### src/rtl/alu_pkg.sv
// Shared types and defaults for the ALU operand loader and the ALU operation units.
package alu_pkg;

   localparam int unsigned M_DEF          = 4;
   localparam int unsigned N_DEF          = 3;
   localparam int unsigned DEB_CICLOS_DEF = 16;

   typedef enum logic [1:0] {
      ESPERA_A  = 2'd0,
      ESPERA_B  = 2'd1,
      ESPERA_OP = 2'd2,
      LISTO     = 2'd3
   } estado_t;

   localparam logic [N_DEF-1:0] OP_AND   = 3'd0;
   localparam logic [N_DEF-1:0] OP_OR    = 3'd1;
   localparam logic [N_DEF-1:0] OP_XOR   = 3'd2;
   localparam logic [N_DEF-1:0] OP_SUMA  = 3'd3;
   localparam logic [N_DEF-1:0] OP_RESTA = 3'd4;

endpackage

### src/rtl/detector_flanco.sv
// Synchronizes a raw button and emits one registered pulse per press.
// Optional debounce filter enabled with ALU_DEBOUNCE_EN.
module detector_flanco
`ifdef ALU_DEBOUNCE_EN
#(
   parameter int unsigned DEB_CICLOS = alu_pkg::DEB_CICLOS_DEF
)
`endif
(
   input  logic clk,
   input  logic rst,
   input  logic entrada_cruda,
   output logic pulso
);

   logic sync1_q;
   logic sync2_q;
   logic nivel;
   logic nivel_prev_q;
   logic pulso_q;

   always_ff @(posedge clk) begin
      if (rst) begin
         sync1_q      <= 1'b0;
         sync2_q      <= 1'b0;
         nivel_prev_q <= 1'b0;
         pulso_q      <= 1'b0;
      end else begin
         sync1_q      <= entrada_cruda;
         sync2_q      <= sync1_q;
         nivel_prev_q <= nivel;
         pulso_q      <= nivel & ~nivel_prev_q;
      end
   end

`ifdef ALU_DEBOUNCE_EN
   localparam int unsigned CW = $clog2(DEB_CICLOS + 1);

   logic          nivel_q;
   logic [CW-1:0] cnt_q;

   // Filtered level only follows sync2 after DEB_CICLOS stable cycles; any bounce restarts the count.
   always_ff @(posedge clk) begin
      if (rst) begin
         nivel_q <= 1'b0;
         cnt_q   <= '0;
      end else if (sync2_q == nivel_q) begin
         cnt_q   <= '0;
      end else if (cnt_q == CW'(DEB_CICLOS - 1)) begin
         nivel_q <= sync2_q;
         cnt_q   <= '0;
      end else begin
         cnt_q   <= cnt_q + CW'(1);
      end
   end

   assign nivel = nivel_q;
`else
   assign nivel = sync2_q;
`endif

   assign pulso = pulso_q;

endmodule

### src/rtl/alu_cargador_operandos.sv
// Loads operand A, operand B and opcode from a shared switch bus, one per button press,
// then holds them for the ALU under a valid/ack handshake. Debounce enabled with ALU_DEBOUNCE_EN.
module alu_cargador_operandos
   import alu_pkg::*;
#(
   parameter int unsigned M = M_DEF,
   parameter int unsigned N = N_DEF
`ifdef ALU_DEBOUNCE_EN
   ,
   parameter int unsigned DEB_CICLOS = DEB_CICLOS_DEF
`endif
)
(
   input  logic         clk,
   input  logic         rst,
   input  logic [M-1:0] entrada,
   input  logic         boton_carga,
   input  logic         boton_cancelar,
   input  logic         alu_ack,
   output logic [M-1:0] expresionA,
   output logic [M-1:0] expresionB,
   output logic [N-1:0] operacion,
   output logic         valido,
   output logic [1:0]   estado
);

   logic pulso;

`ifdef ALU_DEBOUNCE_EN
   detector_flanco #(.DEB_CICLOS(DEB_CICLOS)) u_det_carga (
`else
   detector_flanco u_det_carga (
`endif
      .clk           (clk),
      .rst           (rst),
      .entrada_cruda (boton_carga),
      .pulso         (pulso)
   );

   estado_t        state_q, state_d;
   logic [M-1:0]   a_q, a_d;
   logic [M-1:0]   b_q, b_d;
   logic [N-1:0]   op_q, op_d;
   logic           valido_q, valido_d;

   always_ff @(posedge clk) begin
      if (rst) begin
         state_q  <= ESPERA_A;
         a_q      <= '0;
         b_q      <= '0;
         op_q     <= '0;
         valido_q <= 1'b0;
      end else begin
         state_q  <= state_d;
         a_q      <= a_d;
         b_q      <= b_d;
         op_q     <= op_d;
         valido_q <= valido_d;
      end
   end

   // Load sequence A -> B -> opcode -> hold until ack; cancel overrides pulse and ack.
   always_comb begin
      state_d  = state_q;
      a_d      = a_q;
      b_d      = b_q;
      op_d     = op_q;
      valido_d = valido_q;
      case (state_q)
         ESPERA_A: begin
            if (pulso) begin
               a_d     = entrada;
               state_d = ESPERA_B;
            end
         end
         ESPERA_B: begin
            if (pulso) begin
               b_d     = entrada;
               state_d = ESPERA_OP;
            end
         end
         ESPERA_OP: begin
            if (pulso) begin
               op_d     = entrada[N-1:0];
               valido_d = 1'b1;
               state_d  = LISTO;
            end
         end
         LISTO: begin
            if (alu_ack) begin
               valido_d = 1'b0;
               state_d  = ESPERA_A;
            end
         end
         default: state_d = ESPERA_A;
      endcase
      if (boton_cancelar) begin
         state_d  = ESPERA_A;
         a_d      = '0;
         b_d      = '0;
         op_d     = '0;
         valido_d = 1'b0;
      end
   end

   assign expresionA = a_q;
   assign expresionB = b_q;
   assign operacion  = op_q;
   assign valido     = valido_q;
   assign estado     = 2'(state_q);

endmodule

### config.mk
export PLATFORM = sky130hd
export DESIGN_NAME = alu_cargador_operandos
export DESIGN_NICKNAME = d
export VERILOG_FILES = /design/src/rtl/alu_pkg.sv /design/src/rtl/detector_flanco.sv /design/src/rtl/alu_cargador_operandos.sv
export SDC_FILE = /design/constraint.sdc
export NUM_CORES = 1
export LEC_CHECK = 0
export ABC_AREA = 1
export CAP_MARGIN = 20
export CORE_MARGIN = 3
export CORE_UTILIZATION = 44
export DETAILED_ROUTE_END_ITERATION = 6
export GPL_TIMING_DRIVEN = 0
export PLACE_DENSITY = 0.81
export SETUP_SLACK_MARGIN = 0.15
export SYNTH_ARGS = -nofsm -noshare
export SYNTH_HDL_FRONTEND = slang
export SYNTH_HIERARCHICAL = 1
export SYNTH_SLANG_ARGS = --single-unit
### constraint.sdc
create_clock -name clk -period 1.75 [get_ports clk]
set_clock_uncertainty 0.15 [all_clocks]
set_input_delay 0.35 -clock clk [delete_from_list [all_inputs] [get_ports clk]]
set_output_delay 0.35 -clock clk [all_outputs]
set_load 0.03 [all_outputs]
## Word level (Yosys, flattened, before mapping)

Cells that the tools add are included.

| storage, ports and cells | value |
|---|---|
| bits in registers | 18 |
| output and inout bits | 14 |
| logic and storage cells | 34 |

| operators by class | value |
|---|---|
| equality and inequality tests | 7 |
| muxes and demuxes | 8 |
| bitwise operators | 2 |
| reduce and logical (&&, ||, !) cells | 8 |

Operators by type and width:

| cell | number |
|---|---|
| 2-bit 2-to-1 mux | 4 |
| 2-bit case mux with 4 select lines | 1 |
| 2-bit by 1-bit != test with 1-bit output, second input constant | 3 |
| 2-bit AND reduction | 3 |
| 2-bit == test, second input constant | 2 |
| 4-bit AND reduction | 1 |
| 3-bit AND reduction | 1 |
| 2-bit by 1-bit == test with 1-bit output, second input constant | 1 |
| 2-bit zero test | 1 |
| 1-bit 2-to-1 mux | 2 |
| 2-bit != test, second input constant | 1 |
| 1-bit case mux with 2 select lines | 1 |
| 2-bit nonzero test | 1 |
| 2-bit OR reduction | 1 |
| 1-bit bitwise AND | 1 |
| 1-bit NOT | 1 |

## Logic depth before layout (Yosys ltp)

| depth | value |
|---|---|
| word-level depth | 3 |
| mapped depth | 8 |
| gate-level depth less buffers | 8 |

## Hierarchy

Netlist, hierarchy kept.

Modules (own cells, without submodules):

| module | instances | cells each | area each (µm²) | sequential area each (µm²) |
|---|---|---|---|---|
| alu_cargador_operandos | 1 | 89 | 646.9 | 280.3 |
| detector_flanco | 1 | 12 | 115.1 | 80.1 |

## Worst setup path before layout

No wires, ideal clock.

| path | value |
|---|---|
| kind | flip-flop to flip-flop |
| start | register state_q[0] (netlist: estado[0]) |
| end | register state_q[0] (netlist: estado[0]) |
| library setup time | 0.114 ns |
| arrival time | 1.312 ns |
| required time | 1.486 ns |
| slack | 0.174 ns |
| cell stages (with the launch flop) | 7 |
| period minus slack after synthesis | 1.576 ns |
| path through | dfxtp_1 -> inv_1 -> ha_1 -> o21ai_0 -> nand3_1 -> nand2_1 -> nor2_1 |

| on the way | value |
|---|---|
| word-level cells in the longest chain between the ends | 3 |
| elaborated cells between the ends (all ways) | 10 |

RTL lines:

| element | line | source |
|---|---|---|
| from (decl) | alu_cargador_operandos.sv:40 | `estado_t state_q, state_d;` |
| from (signal assigned) | alu_cargador_operandos.sv:54 | `state_q <= state_d;` |
| 2-bit by 1-bit == test with 1-bit output, or another cell as far along | alu_cargador_operandos.sv:69 | `case (state_q)` |
| 2-bit by 1-bit != test with 1-bit output (no line) / 2-bit != test (equally long branches) | n/a |  |
| 4-bit AND reduction (no line) | n/a |  |

Several ways; a longest one is shown, not always the timed one.
A chain may end at the register's enable or synchronous reset.

## Worst setup path after layout

| path | value |
|---|---|
| start | register a_q[0] (netlist: expresionA[0]) |
| end | output port expresionA[0] |

RTL lines:

| element | line | source |
|---|---|---|
| from (decl) | alu_cargador_operandos.sv:41 | `logic [M-1:0] a_q, a_d;` |
| from (signal assigned) | alu_cargador_operandos.sv:49 | `a_q <= '0;` |
| from (signal assigned) | alu_cargador_operandos.sv:55 | `a_q <= a_d;` |
| to (decl) | alu_cargador_operandos.sv:20 | `output logic [M-1:0] expresionA,` |

No word-level cell between the ends.

==> flow_summary.yaml <==
clock_tree:
  clock_latency_ps: 290
  post_cts_buffers: 0
  cts_buffer_depth: 2
  cts.sinks: 18
  cts_resized: 16
  cts_root_buf: "clkbuf_4"
  htreeDepth: 1
  cts_hold_buf: 0
  path_clk_slew_ps: 90
  numCtsBuffers: 3
  tritoncts: "built"
grt:
  grt_pass1_wl_mm: 2.27
  grt_usage: 0.146
  overflow: 0
  grt_pass1_vias: 581
  antenna_found_initial: 0
  grt_max_degree: 11
flow_run:
  drv_cap: 0
power_and_ir_drop:
  p_switching_uw: 164
  p_sw_frac: 0.235
  combPwrFrac: 0.115
  p_clk_frac: 0.281
  leakage_nw: 0.481
  p_int_uw: 534
  power.density_nw_per_um2: 694
  ir_drop_mv: 0.436
  seqPwrFrac: 0.604
finish:
  layout_commonest_cell: "nor2_1"
  layout_common_cells: "nor2_1 (33), dfxtp_1 (18), inv_1 (12), dlygate4sd2_1 (12), o21ai_0 (11)"
  seqCellArea_sq_um: 360
  final_nets: 143
  area_growth_pct: 32.0
  antennaDiodeCount: 0
  nFillCells: 144
  drive_above_1_share: 0.103
  multi_input_area_sq_um: 342
  fin_cells: 142
timing:
  final_hold_viol_count: 0
  min_period_ps: 1530
  worst_pin_slew_ps: 313
  fin_ws_ps: 217
  slew_headroom: 0.792
  grt_setup_unrepaired: "false"
  slew_violations: 0
  setup_viol: 0
  setup-tns-final_ps: 0
  max_freq_mhz: 652
  min_period_over_period: 0.876
floorplan:
  die_area_sq_um: 2270
  core_area_sq_um: 1560
  row_count: 14
  die_w_microns: 47.6
  start_util: 0.489
  pin_count: 23
  die_height_microns: 47.6
logic_synthesis:
  ys_types: 12
  syn_nets: 116
  synth.avg_cell_area_sq_um: 7.54
  yosys_warnings: 6
  netlist_instances: 101
  ys_seq_area_frac: 0.473
  ys_seq_elements: 18
  synthesis.area_sq_um: 762
worst_setup_path:
  cp_data_required_time_ps: 1250
  path_cells: "dlygate4sd2_1"
  cp-start-kind: "flip-flop"
  crit_type: "reg -> out"
  path_max_fanout: 2
  endpoint_kind: "primary output"
  cp_top_family: "buffers and inverters"
  arrival_ps: 1030
  critPathMaxStageDelay_ps: 410
  crit_slowest_cell: "dlygate4sd2_1"
  path_buf_inv: 1
routing:
  detail-route-antenna-nets: 0
  wl_per_cell_microns: 10.2
  drtIter0Drc: 9
  drc: 0
  vias_per_cell: 4.77
  dr.pass1.iters: 3
  wirelength_mm: 1.45
  vias: 677
min_path:
  hold_path.class: "reg -> reg"
place:
  pre_cts_slack_ps: 87.4
  gp_congestion: 0.729
  dp_hpwl_mm: 1.17
  io_buffers: 22
  dp_cells: 139
outcome:
  status: "finished, final reports clean"
## registers in the layout (all words and copies together), names as in the netlist
signal and count:
estado 2, expresionA 4, expresionB 4, operacion 3
u_det_carga/nivel 1, u_det_carga/nivel_prev_q 1, u_det_carga/pulso 1, u_det_carga/sync1_q 1
valido 1
## metal layers
| layer | GRT usage | share of wire | wire (microns) |
|---|---|---|---|
| met1 | 0.164 | 0.44 | 639 |
| met2 | 0.254 | 0.51 | 733 |
| met3 | 0.0451 | 0.040 | 58 |
| met4 | 0.0645 | 0.012 | 17 |
| met5 | 0 | 0 | 0 |
## kinds of logic after synthesis
logic type,Yosys count,synth area share
AND/OR/NAND/NOR,49,0.263
AO/OA/AOI/OAI,13,0.0870
flip-flops,18,0.473
adder cells (fa/ha/maj),6,0.0985
buffers and inverters,15,0.0788
## synth_stat cells (all sizes together)
master | instances | area share
ha | 6 | 0.099
a31oi | 1 | 0.0082
nand3 | 3 | 0.020
nand2 | 11 | 0.064
inv | 14 | 0.069
o21ai | 12 | 0.079
dfxtp | 18 | 0.47
buf | 1 | 0.0099
nor2 | 35 | 0.18
## through the flow
| step | power, mW | instance area (sq um) | util | hold slack (ps) |
|---|---|---|---|---|
| floorplan | 0.477 | 762 | - | 232 |
| global placement | 0.511 | 1000 | 0.643 | 237 |
| detailed placement | 0.513 | 1000 | 0.643 | 246 |
| CTS | 0.706 | 1010 | 0.648 | 257 |
| global route | 0.738 | 1010 | 0.645 | 267 |
| finish | 0.698 | 1010 | 0.645 | 256 |
## final timing paths
| kind | start | endpoint | slack [ps] | depth (start not counted) |
|---|---|---|---|---|
| max | expresionA[0] | expresionA[0] | 220 | 1 |
| min | u_det_carga/sync1_q | u_det_carga/nivel | 260 | 2 |
| max reg2reg | estado[0] | estado[0] | 310 | 6 |
| min reg2reg | u_det_carga/sync1_q | u_det_carga/nivel | 260 | 2 |
## power by group through the flow
stage          Combinational [mW]  Sequential, mW  Clock [mW]
3_3_place_gp               0.0801           0.431           0
2_1_floorplan              0.0397           0.437           0
3_5_place_dp               0.0818           0.431           0
5_1_grt                    0.0902           0.422       0.225
6_report                   0.0804           0.421       0.196
4_1_cts                    0.0807           0.421       0.204
## layout make-up
cell class	instances	area share
Inverter	14	0.0522
Timing Repair Buffer	22	0.200
Multi-Input combinational cell	68	0.340
Sequential cell	18	0.358
Clock buffer	3	0.0224
Tap cell	16	0.0199
Buffer	1	0.00746
(Power assumes the default switching activity.)
